## src/rtl/l16_mod_accumulator.sv

```systemverilog
// Purpose: per-frame modulo 2^16-1 accumulator (one's-complement residue) with beat count.
// Latency: result valid the cycle after the last beat is accepted.
// Backpressure: in_ready = ~out_valid | out_ready, so a held result stalls input only while untaken.

module L16_adder (
    input  logic [15:0] a,
    input  logic [15:0] b,
    output logic [15:0] sum
);
    // Ling pseudo-carry form: h_i = g_i | c_i, carry out of bit i = t_i & h_i.
    function automatic logic [16:0] ling_pass(input logic [15:0] x, input logic [15:0] y,
                                              input logic cin);
        logic [15:0] g, t, p, h, s;
        logic [16:0] c;
        g    = x & y;
        t    = x | y;
        p    = x ^ y;
        c    = '0;
        h    = '0;
        s    = '0;
        c[0] = cin;
        for (int i = 0; i < 16; i++) begin
            h[i]   = g[i] | c[i];
            c[i+1] = t[i] & h[i];
            s[i]   = p[i] ^ c[i];
        end
        return {c[16], s};
    endfunction

    logic [16:0] pass0;
    logic [16:0] pass1;

    // Feeding the carry-out back in cannot produce a second carry, so two passes suffice.
    always_comb begin
        pass0 = ling_pass(a, b, 1'b0);
        pass1 = ling_pass(a, b, pass0[16]);
        sum   = pass1[15:0];
    end
endmodule

module l16_mod_accumulator #(
    parameter int CNT_W     = 8,
    parameter int NORMALIZE = 1
) (
    input  logic             clk,
    input  logic             rst_n,
    input  logic             clr,
    input  logic [15:0]      in_data,
    input  logic             in_valid,
    input  logic             in_last,
    output logic             in_ready,
    output logic [15:0]      out_sum,
    output logic [CNT_W-1:0] out_count,
    output logic             out_valid,
    input  logic             out_ready
);
    localparam logic [CNT_W-1:0] CNT_MAX = {CNT_W{1'b1}};

    logic [15:0]      acc_q, acc_d;
    logic [CNT_W-1:0] cnt_q, cnt_d;
    logic [15:0]      sum_q, sum_d;
    logic [CNT_W-1:0] count_q, count_d;
    logic             vld_q, vld_d;

    logic [15:0]      add_sum;
    logic [15:0]      add_norm;
    logic [CNT_W-1:0] cnt_inc;
    logic             accept;

    L16_adder u_add (
        .a   (acc_q),
        .b   (in_data),
        .sum (add_sum)
    );

    assign in_ready = ~vld_q | out_ready;
    assign accept   = in_valid & in_ready;

    always_comb begin
        cnt_inc  = (cnt_q == CNT_MAX) ? cnt_q : cnt_q + 1'b1;
        add_norm = (NORMALIZE != 0 && add_sum == 16'hFFFF) ? 16'h0000 : add_sum;

        acc_d   = acc_q;
        cnt_d   = cnt_q;
        sum_d   = sum_q;
        count_d = count_q;
        vld_d   = vld_q;

        if (vld_q && out_ready) begin
            vld_d = 1'b0;
        end

        // clr swallows any beat accepted with it, last included, and leaves the output slot alone.
        if (clr) begin
            acc_d = '0;
            cnt_d = '0;
        end else if (accept) begin
            if (in_last) begin
                sum_d   = add_norm;
                count_d = cnt_inc;
                vld_d   = 1'b1;
                acc_d   = '0;
                cnt_d   = '0;
            end else begin
                acc_d = add_sum;
                cnt_d = cnt_inc;
            end
        end
    end

    always_ff @(posedge clk) begin
        if (!rst_n) begin
            acc_q   <= '0;
            cnt_q   <= '0;
            sum_q   <= '0;
            count_q <= '0;
            vld_q   <= 1'b0;
        end else begin
            acc_q   <= acc_d;
            cnt_q   <= cnt_d;
            sum_q   <= sum_d;
            count_q <= count_d;
            vld_q   <= vld_d;
        end
    end

    assign out_sum   = sum_q;
    assign out_count = count_q;
    assign out_valid = vld_q;
endmodule

```

## config.mk

```make
export PLATFORM = sky130hd
export DESIGN_NAME = l16_mod_accumulator
export DESIGN_NICKNAME = d
export VERILOG_FILES = /design/src/rtl/l16_mod_accumulator.sv
export SDC_FILE = /design/constraint.sdc
export NUM_CORES = 1
export LEC_CHECK = 0
export ABC_AREA = 1
export BUFFER_PORTS_ARGS = -buffer_cell sky130_fd_sc_hd__buf_2
export CORE_ASPECT_RATIO = 1.25
export CORE_MARGIN = 2
export CORE_UTILIZATION = 59
export CTS_BUF_LIST = sky130_fd_sc_hd__clkbuf_4 sky130_fd_sc_hd__clkbuf_8
export CTS_CLUSTER_SIZE = 8
export DETAILED_ROUTE_END_ITERATION = 7
export PLACE_DENSITY = 0.89
export SLEW_MARGIN = 20
export SYNTH_ARGS = -nofsm -noshare
export SYNTH_HDL_FRONTEND = slang
export SYNTH_SLANG_ARGS = --single-unit
```

## constraint.sdc

```tcl
create_clock -name clk -period 12.5 [get_ports clk]
set_input_delay 1.25 -clock clk [delete_from_list [all_inputs] [get_ports clk]]
set_output_delay 1.25 -clock clk [all_outputs]
set_load 0.03 [all_outputs]
```

==> results of run 1 <==
## critical path: cells and delay by family
family,cells,cell delay [ns]
and+or+nand+nor,31,2.42
AOI/OAI and AO/OA,2,0.14
adders and majority gates,16,6.02
buffers and inverters,5,0.35
## stage by stage
stage	power (W)	std cells	hold WS, ns	area [um^2]
floorplan	0.0002053	401	0.4621	2987
global placement	0.0002206	496	0.4724	3256
detailed placement	0.0002226	496	0.4871	3256
CTS	0.0003162	504	0.5013	3347
global route	0.0003319	504	0.5248	3347
finish	0.0003143	504	0.4987	3347
## state kept, by name (all words and copies together) (netlist names)
register and flops:
acc_q 16, cnt_q 8, out_count 8, out_sum 16, out_valid 1
## synth_stat cells
cell,instances,area share
nand2_1,94,0.12
inv_1,90,0.11
dfxtp_1,49,0.33
a21oi_1,41,0.069
ha_1,32,0.13
o21ai_0,25,0.042
nor2_1,18,0.023
fa_1,15,0.10
clkbuf_1,12,0.015
nand3_1,6,0.010
xnor2_1,5,0.015
nand4_1,3,0.0063
nor4_1,3,0.0063
xor2_1,2,0.0059
a22oi_1,1,0.0025
a2bb2oi_1,1,0.0029
buf_1,1,0.0013
mux2_2,1,0.0038
o21ai_1,1,0.0017
or2_2,1,0.0021
## layer usage
| layer | track usage | part of all wire |
|---|---|---|
| met1 | 0.2485 | 0.34 |
| met2 | 0.4447 | 0.58 |
| met3 | 0.04993 | 0.045 |
| met4 | 0.1113 | 0.038 |
| met5 | 0 | 0 |
## cell usage in the layout, fill, tap and decap left out
cell,count
clkbuf_8,5
nand4_1,3
or2_2,1
clkinvlp_4,2
dfxtp_1,49
buf_4,1
xor2_1,2
xnor2_1,5
o21ai_1,1
nor4_1,3
inv_1,90
fa_1,15
a2bb2oi_1,1
buf_2,47
nand3_1,6
o21ai_0,25
nor2_1,18
ha_1,32
clkbuf_4,1
a21oi_1,41
mux2_2,1
a22oi_1,1
nand2_1,94
## layout make-up
type                            count  area [um^2]  area share
Multi-Input combinational cell    249         1619      0.4837
Timing Repair Buffer               48        242.7     0.07252
Clock inverter                      2        15.01    0.004486
Clock buffer                        6        76.32     0.02280
Tap cell                           60        75.07     0.02243
Sequential cell                    49        980.9      0.2931
Inverter                           90        337.8      0.1009
## kinds of logic after synthesis
logic type | share of synthesized area
flip-flops | 0.3284
multiplexers | 0.003770
AO/OA/AOI/OAI | 0.1177
AND/OR/NAND/NOR | 0.1655
XOR/XNOR | 0.02053
buffers and inverters | 0.1294
adder cells (fa/ha/maj) | 0.2346
## how the worst max path moves through the flow
stage / cells past startpoint / start / slack [ns] / to
floorplan: 54 / in_data[1] / 3.19 / out_sum[10]$_SDFFE_PN0P_
global placement: 54 / in_data[1] / 2.53 / out_sum[15]$_SDFFE_PN0P_
detailed placement: 54 / in_data[1] / 2.20 / out_sum[12]$_SDFFE_PN0P_
CTS: 54 / in_data[1] / 2.48 / out_sum[12]$_SDFFE_PN0P_
global route: 54 / in_data[1] / 1.83 / out_sum[12]$_SDFFE_PN0P_
finish: 54 / in_data[1] / 2.47 / out_sum[12]$_SDFFE_PN0P_
## power groups by stage
stage               clock (W)  combinational [W]  sequential (W)
floorplan                   0          0.0000294        0.000176
global placement            0          0.0000526        0.000168
detailed placement          0          0.0000543        0.000168
CTS                 0.0000966          0.0000549        0.000165
global route         0.000105          0.0000616        0.000165
finish              0.0000950          0.0000546        0.000165
==> flow_metrics.env, run 1 <==
export IMPL_slew_headroom=0.3404
export IMPL_die_y_um=83.55
export IMPL_utilization=0.6973
export IMPL_post_place_ws_ns=2.200
export IMPL_core_um2=4800
export IMPL_overflow=0
export IMPL_cts_tree="yes"
export IMPL_max_stage_delay_ns=0.49
export IMPL_ctsRootBufferMaster="clkbuf_8"
export IMPL_worstMarginPinSlew_ns=0.9883
export IMPL_synth_avg_cell_area_um2=7.448
export IMPL_ys_seq_elements=49
export IMPL_grt_total_usage=0.2417
export IMPL_power_switching_w=0.00009375
export IMPL_p_int_w=0.0002205
export IMPL_cts_resized=0
export IMPL_gp_congestion=0.8872
export IMPL_synth_seq_area_share=0.3284
export IMPL_crit_fanout=16
export IMPL_diodes=0
export IMPL_hold_path_end="acc_q[14]$_SDFFE_PP0P_"
export IMPL_dp_hpwl_mm=4.742
export IMPL_antenna_found_initial=0
export IMPL_initial_core_util=0.6223
export IMPL_irDropWorstVdd_uv=84.20
export IMPL_timing_fmax_mhz=99.70
export IMPL_required_ns=12.65
export IMPL_ys_warn_count=0
export IMPL_whs_path_depth=2
export IMPL_clockBufferDepth=2
export IMPL_cp_end_kind="flop"
export IMPL_routedWlPerCell_um=12.21
export IMPL_post_cts_buffers=0
export IMPL_synthCells=401
export IMPL_final_setup_tns_ns=0
export IMPL_maxCapViolCount=0
export IMPL_routed_wirelength_mm=6.154
export IMPL_fin_ws_ns=2.470
export IMPL_netlist_cell_type_count=20
export IMPL_r2r_worst_path_cells=53
export IMPL_finalCritPeriodShare=0.8024
export IMPL_cts_hold_buf=0
export IMPL_drive_above_1_share=0.1306
export IMPL_status="completed"
export IMPL_rows=28
export IMPL_worstHoldStart="acc_q[14]$_SDFFE_PP0P_"
export IMPL_crit_type="in -> reg"
export IMPL_rsz0062_at_grt="false"
export IMPL_clock_sinks=49
export IMPL_cpMaxStageDelayCell="fa_1"
export IMPL_io_buffers=47
export IMPL_vias=2521
export IMPL_areaGrowthSynthToFinish_pct=12.07
export IMPL_arrival_ns=10.18
export IMPL_r2r_slack_ns=3.12
export IMPL_dieArea_um2=5651
export IMPL_timing_rr_end="out_sum[12]$_SDFFE_PN0P_"
export IMPL_htreeDepth=2
export IMPL_worstSetupStartpointType="input pin"
export IMPL_p_leak_nw=1.718
export IMPL_power_density_nw_per_um2=93.90
export IMPL_syn_nets=470
export IMPL_final_antenna_net_count=0
export IMPL_crit_top_cell="nand2_1"
export IMPL_fin_nets=512
export IMPL_fin_crit_ns=10.03
export IMPL_comb_power_share=0.174
export IMPL_grt_max_degree=43
export IMPL_drv_slew=0
export IMPL_syn_area_um2=2987
export IMPL_setup_viol=0
export IMPL_p_clk_frac=0.302
export IMPL_fillers=383
export IMPL_swShare=0.2983
export IMPL_cts_inserted_buffers=5
export IMPL_via_per_inst=5.002
export IMPL_grt_pass1_wl_mm=10.47
export IMPL_grt_pass1_vias=2419
export IMPL_first_pass_iters=4
export IMPL_hold_viol=0
export IMPL_path_clk_slew_ns=0.08
export IMPL_finClkSkew_ns=0.009524
export IMPL_drt_iter0_markers=131
export IMPL_seq_power_share=0.524
export IMPL_clk_latency_ns=0.31
export IMPL_drc=0
export IMPL_r2r_start="acc_q[1]$_SDFFE_PP0P_"
export IMPL_ios=48
export IMPL_hp_class="reg -> reg"
export IMPL_die_w_um=67.64
Power figures use the tool's default switching activity.
==> run 2, diff against run 1 <==
clock period = 10.4 ns   (was 12.5 ns; I/O delays follow)
==> flow_metrics.env, run 2 (synthesized netlist as in run 1, its figures left out) <==
export IMPL_required_ns=10.56
export IMPL_hold_viol=0
export IMPL_final_area_um2=3361
export IMPL_p_leak_nw=1.735
export IMPL_dp_hpwl_mm=4.860
export IMPL_hp_class="reg -> reg"
export IMPL_grt_pass1_vias=2510
export IMPL_cts_tree="yes"
export IMPL_post_place_ws_ns=0.2834
export IMPL_final_common_cell="nand2_1"
export IMPL_htreeDepth=2
export IMPL_irDropWorstVdd_uv=76.40
export IMPL_layout_common_cells="nand2_1 (94), inv_1 (90), dfxtp_1 (49), buf_2 (47), a21oi_1 (41)"
export IMPL_finalCritPeriodShare=0.9182
export IMPL_initial_core_util=0.6223
export IMPL_fin_nets=514
export IMPL_max_stage_delay_ns=0.47
export IMPL_final_setup_tns_ns=0
export IMPL_areaGrowthSynthToFinish_pct=12.53
export IMPL_clockBufferDepth=2
export IMPL_rsz0062_at_grt="false"
export IMPL_worstSetupStartpointType="input pin"
export IMPL_die_y_um=83.55
export IMPL_slew_headroom=0.3505
export IMPL_worstMarginPinSlew_ns=0.9732
export IMPL_ios=48
export IMPL_path_clk_slew_ns=0.09
export IMPL_fillers=382
export IMPL_final_antenna_net_count=0
export IMPL_grt_max_degree=43
export IMPL_r2r_slack_ns=1.29
export IMPL_crit_fanout=9
export IMPL_routed_wirelength_mm=6.428
export IMPL_status="completed"
export IMPL_drv_slew=0
export IMPL_grt_pass1_wl_mm=10.49
export IMPL_cts_hold_buf=0
export IMPL_cts_inserted_buffers=5
export IMPL_drt_iter0_markers=167
export IMPL_cpMaxStageDelayCell="fa_1"
export IMPL_whs_ns=0.4961
export IMPL_cp_endpoint="out_sum[1]$_SDFFE_PN0P_"
export IMPL_drive_above_1_share=0.1345
export IMPL_fin_crit_ns=9.549
export IMPL_crit_top_cell="nand2_1"
export IMPL_gp_congestion=0.8874
export IMPL_finClkSkew_ns=0.01302
export IMPL_maxCapViolCount=0
export IMPL_core_um2=4800
export IMPL_final_cells=506
export IMPL_diodes=0
export IMPL_whs_path_depth=2
export IMPL_overflow=0
export IMPL_vias=2594
export IMPL_dieArea_um2=5651
export IMPL_critPathLaunch="in_data[1]"
export IMPL_first_pass_iters=5
export IMPL_dp_cells=496
export IMPL_io_buffers=47
export IMPL_grt_total_usage=0.2412
export IMPL_setup_viol=0
export IMPL_drc=0
export IMPL_fin_ws_ns=0.8509
export IMPL_clock_sinks=49
export IMPL_routedWlPerCell_um=12.70
export IMPL_r2r_start="acc_q[1]$_SDFFE_PP0P_"
export IMPL_ctsRootBufferMaster="clkbuf_8"
export IMPL_r2r_worst_path_cells=54
export IMPL_power_density_nw_per_um2=112.8
export IMPL_timing_fmax_mhz=104.7
export IMPL_antenna_found_initial=0
export IMPL_cts_resized=0
export IMPL_cp_end_kind="flop"
export IMPL_rows=28
export IMPL_timing_rr_end="out_sum[1]$_SDFFE_PN0P_"
export IMPL_crit_type="in -> reg"
export IMPL_via_per_inst=5.126
export IMPL_clk_latency_ns=0.31
export IMPL_dpl_instance_area_um2=3256
export IMPL_arrival_ns=9.71
export IMPL_die_w_um=67.64
==> run 2: cell types whose count changed in the layout (fill, tap and decap cells not counted) <==
cell	previous run	this run
buf_4	1	3
clkinvlp_4	2	0
clkinv_2	0	1
inv_6	0	1
==> run 2: layout make-up <==
type                    instances  area, um^2  area share
multi-input cells             249        1619      0.4818
flip-flops and latches         49       980.9      0.2919
inverters                      90       337.8      0.1005
repair buffers                 50       257.7     0.07669
clock buffers                   6       76.32     0.02271
well taps                      60       75.07     0.02234
clock inverters                 2       13.76    0.004095
==> run 2: what timing repair did <==
item | CTS | global route
buffers inserted | 0 | 2
endpoints found under the hold margin | 0 | 0
setup endpoints to repair | 0 | 7
==> run 2: report_power, final <==
group          total [W]  switching [W]  internal (W)
Clock           0.000114      0.0000634     0.0000506
Sequential      0.000198     0.00000374      0.000194
Combinational  0.0000672      0.0000459     0.0000212
==> run 2: worst min path at each step <==
stage	startpoint	to	slack, ns
after global routing	cnt_q[7]$_SDFFE_PP0P_	cnt_q[7]$_SDFFE_PP0P_	0.53
after floorplan	acc_q[0]$_SDFFE_PP0P_	acc_q[0]$_SDFFE_PP0P_	0.46
after global placement	acc_q[0]$_SDFFE_PP0P_	acc_q[0]$_SDFFE_PP0P_	0.47
final	acc_q[12]$_SDFFE_PP0P_	acc_q[12]$_SDFFE_PP0P_	0.50
after CTS	acc_q[14]$_SDFFE_PP0P_	acc_q[14]$_SDFFE_PP0P_	0.50
after detailed placement	acc_q[12]$_SDFFE_PP0P_	acc_q[12]$_SDFFE_PP0P_	0.48
==> run 2: stage by stage <==
stage	utilization	power (W)
CTS	0.6971	0.0003805
detailed placement	0.6783	0.0002686
global placement	0.6783	0.0002655
global route	0.7002	0.0003968
floorplan	-	0.0002467
finish	0.7002	0.0003790
==> run 2: layer usage <==
layer | track usage | routed length (um) | vias to the layer above
met4 | 0.1336 | 290 | 0
met1 | 0.2537 | 2349 | 1187
met2 | 0.4296 | 3459 | 92
met3 | 0.04588 | 328 | 29
li1 | - | - | 1286
met5 | 0 | 0 | -
==> run 2: worst max-delay path, delay by kind of cell <==
kind                       cells  cell delay [ns]
and+or+nand+nor               31             1.98
buffers and inverters          6             0.59
adders and majority gates     16             6.00
AOI/OAI and AO/OA              2             0.11
==> run 3, diff against run 2 <==
PLACE_DENSITY = 0.88   (was 0.89)
SYNTH_HIERARCHICAL = 1   (was not set)
==> flow_metrics.env, run 3 <==
export IMPL_status="completed"
export IMPL_grt_max_degree=41
export IMPL_final_common_cell="nand2_1"
export IMPL_gp_congestion=0.8168
export IMPL_cts_hold_buf=0
export IMPL_required_ns=10.59
export IMPL_overflow=0
export IMPL_cts_resized=0
export IMPL_ys_seq_elements=49
export IMPL_initial_core_util=0.6128
export IMPL_ctsRootBufferMaster="clkbuf_8"
export IMPL_vias=2721
export IMPL_crit_top_cell="nand2_1"
export IMPL_routed_wirelength_mm=6.617
export IMPL_finClkSkew_ns=0.005628
export IMPL_die_w_um=68.97
export IMPL_yosys_cell_count_top_type="nand2_1"
export IMPL_whs_ns=0.5004
export IMPL_htreeDepth=2
export IMPL_swShare=0.2859
export IMPL_hold_path_end="acc_q[14]$_SDFFE_PP0P_"
export IMPL_setup_viol=0
export IMPL_p_int_w=0.0002850
export IMPL_hp_class="reg -> reg"
export IMPL_cts_tree="yes"
export IMPL_grt_pass1_vias=2657
export IMPL_final_cells=525
export IMPL_post_place_ws_ns=0.5571
export IMPL_worstHoldStart="acc_q[14]$_SDFFE_PP0P_"
export IMPL_cts_inserted_buffers=5
export IMPL_post_cts_buffers=0
export IMPL_die_y_um=85.21
export IMPL_synthDominantCellAreaShare=0.3151
export IMPL_comb_power_share=0.162
export IMPL_ios=48
export IMPL_via_per_inst=5.183
export IMPL_dieArea_um2=5877
export IMPL_clock_sinks=49
export IMPL_fin_ws_ns=0.8670
export IMPL_grt_pass1_wl_mm=11.17
export IMPL_yosys_top_cells_area="dfxtp_1 (32%), ha_1 (13%), nand2_1 (13%)"
export IMPL_fin_nets=532
export IMPL_seq_power_share=0.497
export IMPL_worstSetupStartpointType="input pin"
export IMPL_ys_warn_count=6
export IMPL_r2r_worst_path_cells=53
export IMPL_first_pass_iters=4
export IMPL_dp_hpwl_mm=4.728
export IMPL_irDropWorstVdd_uv=80.23
export IMPL_hold_viol=0
export IMPL_grt_total_usage=0.2500
export IMPL_synth_edff_count=0
export IMPL_worstMarginPinSlew_ns=0.8948
export IMPL_finalCritPeriodShare=0.9166
export IMPL_syn_area_um2=3113
export IMPL_slew_headroom=0.4020
export IMPL_synth_avg_cell_area_um2=7.359
export IMPL_diodes=0
export IMPL_dp_cells=518
export IMPL_rsz0062_at_grt="false"
export IMPL_layout_common_cells="nand2_1 (104), inv_1 (78), dfxtp_1 (49), buf_2 (47), a21oi_1 (42)"
export IMPL_drive_above_1_share=0.1339
export IMPL_power_density_nw_per_um2=115.9
export IMPL_power_switching_w=0.0001141
export IMPL_synth_seq_area_share=0.3151
export IMPL_synth_ff_type="dfxtp_1"
export IMPL_max_stage_delay_ns=0.42
export IMPL_io_buffers=47
export IMPL_netlist_cell_type_count=22
export IMPL_maxCapViolCount=0
export IMPL_core_um2=5080
export IMPL_arrival_ns=9.73
export IMPL_crit_fanout=16
export IMPL_p_leak_nw=1.699
export IMPL_routedWlPerCell_um=12.60
export IMPL_drc=0
export IMPL_synth_common_cells="nand2_1 (104), inv_1 (78), dfxtp_1 (49)"
export IMPL_cp_end_kind="flop"
export IMPL_r2r_slack_ns=1.34
export IMPL_whs_path_depth=2
export IMPL_r2r_start="acc_q[0]$_SDFFE_PP0P_"
export IMPL_synthCells=423
export IMPL_rows=29
export IMPL_drt_iter0_markers=126
export IMPL_drv_slew=0
export IMPL_cpMaxStageDelayCell="fa_1"
export IMPL_syn_nets=492
export IMPL_clk_latency_ns=0.31
export IMPL_antenna_found_initial=0
export IMPL_crit_type="in -> reg"
export IMPL_fin_crit_ns=9.533
export IMPL_clockBufferDepth=2
export IMPL_final_antenna_net_count=0
export IMPL_timing_rr_end="out_sum[7]$_SDFFE_PN0P_"
export IMPL_synthArstFlopShare=0
export IMPL_yosys_area_top_type="dfxtp_1"
export IMPL_areaGrowthSynthToFinish_pct=10.61
export IMPL_final_setup_tns_ns=0
export IMPL_p_clk_frac=0.340
export IMPL_path_clk_slew_ns=0.09
export IMPL_timing_fmax_mhz=104.9
[run 3: cell count changes in the layout (fill, tap and decap cells not counted), moves of 2 or more]
cell     previous run  this run
nand2_1            94       104
nor4_1              3         0
inv_1              90        78
buf_4               3         0
nor2_1             18        27
nand3_1             6         9
nand4_1             3         0
o21ai_0            25        35
o21ai_1             1         9
xnor2_1             5         1
xor2_1              2         0
nor2_2              0         2
[run 3: kinds of logic after synthesis]
group                    share of synthesized area
XOR/XNOR                                  0.002814
AO/OA/AOI/OAI                               0.1411
adder cells (fa/ha/maj)                     0.2251
buffers and inverters                       0.1234
flip-flops                                  0.3151
AND/OR/NAND/NOR                             0.1925
[run 3: cell type report]
type	instances	area [um^2]
multi-input combinational	281	1748
clock inverter	2	35.03
sequential	49	980.9
inverter	79	297.8
timing repair buffer	47	235.2
clock buffer	5	68.82
fill	420	1637
tap	62	77.57
[run 3: metrics by stage]
step / instance area (um^2) / util / total power, W
2_1_floorplan: 3113 / - / 0.0002469
3_3_place_gp: 3339 / 0.6574 / 0.0002648
3_5_place_dp: 3339 / 0.6574 / 0.0002671
4_1_cts: 3443 / 0.6778 / 0.0004012
5_1_grt: 3443 / 0.6778 / 0.0004154
6_report: 3443 / 0.6778 / 0.0003992
[run 3: worst max path at each step]
| stage | slack, ns | to | from | cells after the start |
|---|---|---|---|---|
| finish | 0.87 | out_sum[7]$_SDFFE_PN0P_ | in_data[0] | 54 |
| CTS | 0.87 | out_sum[7]$_SDFFE_PN0P_ | in_data[0] | 54 |
| floorplan | 1.52 | out_sum[10]$_SDFFE_PN0P_ | in_data[0] | 54 |
| global placement | 0.71 | out_sum[5]$_SDFFE_PN0P_ | in_data[0] | 54 |
| global route | 0.16 | out_sum[7]$_SDFFE_PN0P_ | in_data[1] | 56 |
| detailed placement | 0.56 | out_sum[7]$_SDFFE_PN0P_ | in_data[0] | 54 |
[run 3: power by group through the flow]
stage	Combinational, W	Sequential [W]	Clock (W)
2_1_floorplan	0.0000349	0.000212	0
3_3_place_gp	0.0000622	0.000203	0
3_5_place_dp	0.0000643	0.000203	0
4_1_cts	0.0000649	0.000199	0.000138
5_1_grt	0.0000727	0.000200	0.000143
6_report	0.0000648	0.000199	0.000136
[run 3: layer usage]
| layer | track usage | share of wire |
|---|---|---|
| met3 | 0.06233 | 0.059 |
| met4 | 0.09269 | 0.022 |
| met2 | 0.4554 | 0.53 |
| met1 | 0.2677 | 0.39 |
| met5 | 0 | 0 |
[run 3: critical path: cells and delay by family]
kind / cells / cell delay [ns]
AOI/OAI and AO/OA: 4 / 0.62
adders and majority gates: 16 / 5.84
buffers and inverters: 5 / 0.41
and+or+nand+nor: 29 / 1.82
